`src/rtl/agu_secq_addr_unit.sv`:
```
// AGU address-side helper: next-line address for split accesses and the
// pointer security qualifier check, with a one-cycle registered copy.
module agu_secq_addr_unit #(
    parameter int ADDR_WIDTH  = 64,
    parameter int PADDR_WIDTH = 44,
    parameter int LINE_INC    = 128
) (
    input  logic                  clk,
    input  logic                  rst,
    input  logic                  en,
    input  logic [ADDR_WIDTH-1:0] cmplxAddr,
    input  logic                  cin_secq,
    input  logic                  ptrdiff,
    output logic [14:0]           addrNext,
    output logic                  cout_secq,
    output logic [14:0]           addrNext_q,
    output logic                  cout_secq_q,
    output logic                  valid_q
);

    localparam int PAGE_W = 14;
    localparam int KEXP_W = 6;
    localparam int TAG_W  = ADDR_WIDTH - KEXP_W - PADDR_WIDTH;
    // Largest exponent whose tag window still lies below the tag field itself.
    localparam logic [KEXP_W-1:0] K_MAX = KEXP_W'(PADDR_WIDTH - TAG_W);

    logic [14:0] addrNext_d;
    logic        cout_secq_d;
    logic        valid_d;

    // Plain pointer is canonical when every bit from PADDR_WIDTH-1 upward agrees.
    function automatic logic is_canonical(input logic [ADDR_WIDTH-1:0] a);
        logic [ADDR_WIDTH-PADDR_WIDTH:0] hi;
        hi = a[ADDR_WIDTH-1:PADDR_WIDTH-1];
        return (&hi) | (~|hi);
    endfunction

    // Secured pointer: tag must equal the address window starting at bit k.
    function automatic logic tag_ok(input logic [ADDR_WIDTH-1:0] a);
        logic [KEXP_W-1:0]      k;
        logic [TAG_W-1:0]       tag;
        logic [PADDR_WIDTH-1:0] shifted;
        logic                   ok;
        k       = a[ADDR_WIDTH-1 -: KEXP_W];
        tag     = a[ADDR_WIDTH-KEXP_W-1 -: TAG_W];
        shifted = a[PADDR_WIDTH-1:0] >> k;
        if (k > K_MAX) begin
            ok = 1'b0;
        end else begin
            ok = (shifted[TAG_W-1:0] == tag);
        end
        return ok;
    endfunction

    // Combinational next-line address and security verdict.
    always_comb begin
        addrNext  = {1'b0, cmplxAddr[PAGE_W-1:0]} + 15'(LINE_INC);
        cout_secq = 1'b1;
        if (ptrdiff) begin
            cout_secq = 1'b1;
        end else if (!cin_secq) begin
            cout_secq = is_canonical(cmplxAddr);
        end else begin
            cout_secq = tag_ok(cmplxAddr);
        end
    end

    // Next-state for the fault-stage copy: capture on en, otherwise hold data.
    always_comb begin
        addrNext_d  = addrNext_q;
        cout_secq_d = cout_secq_q;
        valid_d     = 1'b0;
        if (en) begin
            addrNext_d  = addrNext;
            cout_secq_d = cout_secq;
            valid_d     = 1'b1;
        end else begin
            valid_d     = 1'b0;
        end
    end

    // Fault-stage registers; reset leaves the permitted flag asserted.
    always_ff @(posedge clk) begin
        if (!rst) begin
            addrNext_q  <= 15'd0;
            cout_secq_q <= 1'b1;
            valid_q     <= 1'b0;
        end else begin
            addrNext_q  <= addrNext_d;
            cout_secq_q <= cout_secq_d;
            valid_q     <= valid_d;
        end
    end

endmodule

```
`config.mk`:
```
export PLATFORM = sky130hd
export DESIGN_NAME = agu_secq_addr_unit
export DESIGN_NICKNAME = d
export VERILOG_FILES = /design/src/rtl/agu_secq_addr_unit.sv
export SDC_FILE = /design/constraint.sdc
export NUM_CORES = 1
export LEC_CHECK = 0
export CORE_MARGIN = 2
export CORE_UTILIZATION = 24
export CTS_BUF_LIST = sky130_fd_sc_hd__clkbuf_4 sky130_fd_sc_hd__clkbuf_8
export DETAILED_ROUTE_END_ITERATION = 7
export PLACE_DENSITY = 0.53
export SLEW_MARGIN = 10
export SYNTH_ARGS = -nofsm -noshare
export SYNTH_HDL_FRONTEND = slang
export SYNTH_SLANG_ARGS = --single-unit
```
`constraint.sdc`:
```
create_clock -name clk -period 4.2 [get_ports clk]
set_clock_uncertainty 0.15 [all_clocks]
set_input_delay 0.63 -clock clk [delete_from_list [all_inputs] [get_ports clk]]
set_output_delay 0.63 -clock clk [all_outputs]
set_load 0.02 [all_outputs]
```
# Word level (Yosys, flattened, before mapping)
# Index checks and enable logic that the tools add are counted.
dict set report classes {
  muxes 4
  n_addsub 1
  shift 1
  n_bitwise 1
  n_reduce_logical 3
  order_cmp 1
  eq_ne 1
}
# cell n
set op_table {}
lappend op_table {{$shr A44 B6 Y14} 1}
lappend op_table {{$reduce_and A21 Y1} 1}
lappend op_table {{$reduce_or A21 Y1} 1}
lappend op_table {{$add A14 B8 Y15 const B} 1}
lappend op_table {{$eq A14 B14 Y1} 1}
lappend op_table {{$gt A6 B5 Y1 const B} 1}
lappend op_table {{$mux W1} 4}
lappend op_table {{$logic_not A1 Y1} 1}
lappend op_table {{$or A1 B1 Y1} 1}
dict set report word_totals {
  regBits 17
  input_bits 69
}

# Depth between registers and ports, before layout
dict set report logic_depth {
  ltp_word 5
  ltp_mapped 13
  depth_no_buf 8
}

# Least setup slack after synthesis
# Ideal clock, no wire load.
dict set report synth_timing {
  kind {input port to output port}
  startpoint {in cmplxAddr[60]}
  endpoint {out cout_secq}
  t_arrival_ps 2817
  required_time_ps 3420
  cell_stages 10
  path_slack_ps 603
  cell_sequence {buf_6 -> buf_6 -> buf_6 -> mux4_2 -> mux2_2 -> a22oi_1 -> mux2i_1 -> nand4_1 -> nor4b_2 -> a31o_2}
}
dict set report synth_via {
  elab_chain_cells 5
  elab_cells_between_ends 10
}
# element line
set synth_rtl {}
lappend synth_rtl {{from (decl)} 11} ;# input logic [ADDR_WIDTH-1:0] cmplxAddr,
lappend synth_rtl {{$shr A44 B6 Y14 or $reduce_or A21 Y1 (tied branches)} {46, 35}}
lappend synth_rtl {{$eq A14 B14 Y1 or $logic_not A1 Y1 (tied branches)} {50, 35}}
lappend synth_rtl {{$mux W1 or $or A1 B1 Y1 (tied branches)} {47, 35}}
lappend synth_rtl {{$mux W1 *} 61} ;# end else if (!cin_secq) begin
lappend synth_rtl {{$mux W1 *} 59} ;# if (ptrdiff) begin
lappend synth_rtl {{to (decl)} 15} ;# output logic cout_secq,
# Every way passes the cells marked *; elsewhere a longest branch is shown, timed or not.

# Worst setup path in the final report
dict set report layout_timing {
  startpoint {in cmplxAddr[19]}
  endpoint {out cout_secq}
}
dict set report layout_via {
  elab_chain_cells 5
}
# element line
set layout_rtl {}
lappend layout_rtl {{$shr A44 B6 Y14} 46} ;# shifted = a[PADDR_WIDTH-1:0] >> k;
lappend layout_rtl {{$eq A14 B14 Y1} 50} ;# ok = (shifted[TAG_W-1:0] == tag);
lappend layout_rtl {{$mux W1} 47} ;# if (k > K_MAX) begin
lappend layout_rtl {{$mux W1} 61}
lappend layout_rtl {{$mux W1} 59}
# Every way passes these cells.

==> results.md <==
- Final setup fails: 0
- GRT Total Usage: 0.191
- H-Tree Depth: 1
- Power Internal: 0.645 mW
- Row cnt: 48
- Synth top area cells: mux4_2 28%, mux2i_1 11%, dfxtp_1 8.1%
- First-pass GRT wire length: 27700 um
- Leading area contributor after synthesis: mux4_2
- Switch Pwr: 0.419 mW
- Post-synth ARST share: 0
- EDFF count, synth: 0
- Fin. Hold Viols: 0
- Data required, critical path: 3420 ps
- Reg2reg setup slack: 3250 ps
- Count leader, synth: mux4_2
- Via-per-instance ratio: 5.45
- Die Y: 136 um
- TNS Setup: 0 ps
- Endpoint class of the critical path: primary output
- Combinational share of power: 0.714
- Clk_lat worst skew: between 200 and 300 ps
- Design Area, Final: roughly 0.0065 mm^2
- Port bufs: 101
- Clk buf depth: 2
- Tightest Pin Transition: between 500 and 600 ps
- Hold Path Class: flip-flop to flip-flop
- Filler instances: 1707
- Worst EP arrival: 3360 ps
- Post-synthesis net count: 497
- Dominant synthesized flop cell: dfxtp_1
- Vias in the first global route: 4694
- Largest net degree at the start of global routing: 26
- DR iter-0 viols: 447
- Tot Pwr: 1.06 mW
- TritonCTS clock tree: yes
- Clock Pin Slew Worst Setup and Hold Paths: 70 ps
- Grt total ovfl: 0
- Mapped Cells: 427
- Lkg Pwr: around 2.7 nW
- Number of unique standard cell types used by synthesis: 82
- Rel. slew slack: 0.627
- Synthesized flop and latch total: 17
- Post-Syn Area: 0.00420 mm^2
- Clock Sinks: 17
- Core area: 0.0172 mm^2
- Fmax achieved: 241 MHz
- Maximum VDD drop: 0.115 mV
- Area post-placement: 0.00617 mm^2
- Pre-Repair DR Iteration Count: 5
- Boundary Pins: 102
- Post-synth top area share: 0.279
- Max Cap Viol: 0
- Nets: 706
- Reg power frac: 0.165
- Min Tclk post-route: 4140 ps
- Total CTS buffers: 3
- Status: finished clean
- Synth top cells by count: 52 x mux4_2, 47 x mux2i_1, 35 x nor2_1
- Fin util: 0.377
- Startpoint type of the worst setup path: input port
- Pre-CTS setup slack: -566 ps
- Final critical-path setup slack: between 50 and 60 ps
- Share of cells above drive strength 1: 0.417
- Antenna Cells: 0
- Antenna-violating nets left: 0
- Drt total wl: about 18000 um
- GP Congestion: 0.968
- WL per Instance: 21.1 um
- Die Wd: 136 um
- Initial antenna violation count: 0
- Sequential area share after synthesis: 0.0810
- Pwr Density: between 150 and 200 mW/mm^2
- Synth warnings: 0
- Clk pwr share: 0.121
- Via count: 4684
- Initial Util: 0.244
- Final HPWL DP: 14800 um
- Average size of a mapped cell: 9.85 um^2
- Clk Tree Root Cell: clkbuf_8
- Synth-to-layout area growth: 54.6%
- Final Max Tran Viols: 0
- Sw Ratio: 0.394
- DRC: 0
- Crit-path max FO: 6
- Final Cycle Share: 0.986
- Die Area: 0.0186 mm^2
- CP Class: input port to primary output
[per-stage QoR]
| stage | hold WS (ps) | cells |
|---|---|---|
| global placement | 314 | 850 |
| detailed placement | 325 | 850 |
| floorplan | 403 | 427 |
| global route | 371 | 860 |
| CTS | 340 | 854 |
| finish | 335 | 860 |
[what timing repair did]
item	4_1_cts	5_1_grt
cloned	0	1
buffers inserted	0	5
gates resized for setup	15	48
pin swaps	4	12
endpoints found under the setup margin	1	1
hold buffers	0	0
[layout make-up]
| cell class | instances | area [um^2] | share of cell area |
|---|---|---|---|
| clock buffer | 4 | 48.8 | 0.00751 |
| inverter | 11 | 42.5 | 0.00654 |
| multi-input combinational | 349 | 3510 | 0.540 |
| sequential | 17 | 340 | 0.0523 |
| tap | 225 | 282 | 0.0433 |
| timing repair buffer | 254 | 2280 | 0.351 |
[worst max-delay path: stages]
cell and delay, ps:
clkdlybuf4s50_1 520, mux4_2 540, buf_4 170, a2bb2oi_1 160, buf_4 170, a31o_2 240
a211o_1 310, o2111ai_1 150, nor4b_4 90, a31o_2 260, buf_6 130
[worst paths after layout]
path	start	end	depth (start not counted)
min	addrNext_q[9]	addrNext_q[9]	2
max	cmplxAddr[19]	cout_secq	11
max reg2reg	addrNext_q[13]	addrNext_q[13]	2
min reg2reg	addrNext_q[9]	addrNext_q[9]	2
[state kept, by name, summed over array words and instances, names as in the netlist]
register and flops:
addrNext_q 15, cout_secq_q 1, valid_q 1
[layout by cell type, fill, tap and decap left out, drive strengths merged, types with 3 or more instances in the layout]
| cell type | Yosys | final |
|---|---|---|
| nand4 | 11 | 11 |
| clkdlybuf4s50 | 1 | 80 |
| o211ai | 7 | 7 |
| a21oi | 6 | 6 |
| nor2 | 35 | 35 |
| nor3b | 5 | 5 |
| a2bb2oi | 4 | 4 |
| dlymetal6s2s | 0 | 15 |
| nand3 | 17 | 17 |
| mux2i | 47 | 47 |
| clkbuf | 14 | 5 |
| o21ai | 11 | 11 |
| a2111oi | 3 | 3 |
| a211o | 3 | 3 |
| nor3 | 3 | 3 |
| nand2 | 27 | 27 |
| buf | 34 | 156 |
| mux2 | 17 | 17 |
| nor4 | 3 | 3 |
| mux4 | 53 | 53 |
| a22oi | 6 | 6 |
| nor2b | 15 | 15 |
| and3 | 4 | 4 |
| xnor2 | 3 | 3 |
| inv | 10 | 10 |
| nand3b | 4 | 4 |
| o211a | 4 | 4 |
| a31o | 3 | 3 |
| dfxtp | 17 | 17 |
| a311oi | 5 | 5 |
| xor2 | 5 | 5 |
[power by group through the flow]
stage | clock network (mW) | logic, mW | registers [mW]
CTS | 0.131 | 0.719 | 0.176
floorplan | 0 | 0.370 | 0.192
detailed placement | 0 | 0.710 | 0.180
global placement | 0 | 0.705 | 0.179
global route | 0.138 | 0.802 | 0.177
finish | 0.128 | 0.760 | 0.176
[routing by layer]
metal,routed length (um),global-route usage,vias to the layer above
li1,-,-,2122
met5,0,0,-
met1,8200,0.281,2342
met2,8640,0.309,202
met3,1050,0.0130,18
met4,264,0.0353,0
[cells by family (layout without fill, tap and decap cells)]
kind of cell | Yosys count | count (layout) | share of synthesized area
DFF | 17 | 17 | 0.0810
muxes | 117 | 117 | 0.442
xor gates and xnor gates | 8 | 8 | 0.0167
adders and majority gates | 1 | 1 | 0.00298
buffers and inverters | 61 | 269 | 0.119
and+or+nand+nor | 139 | 139 | 0.174
AOI/OAI and AO/OA | 84 | 84 | 0.165
(Power assumes the default switching activity.)
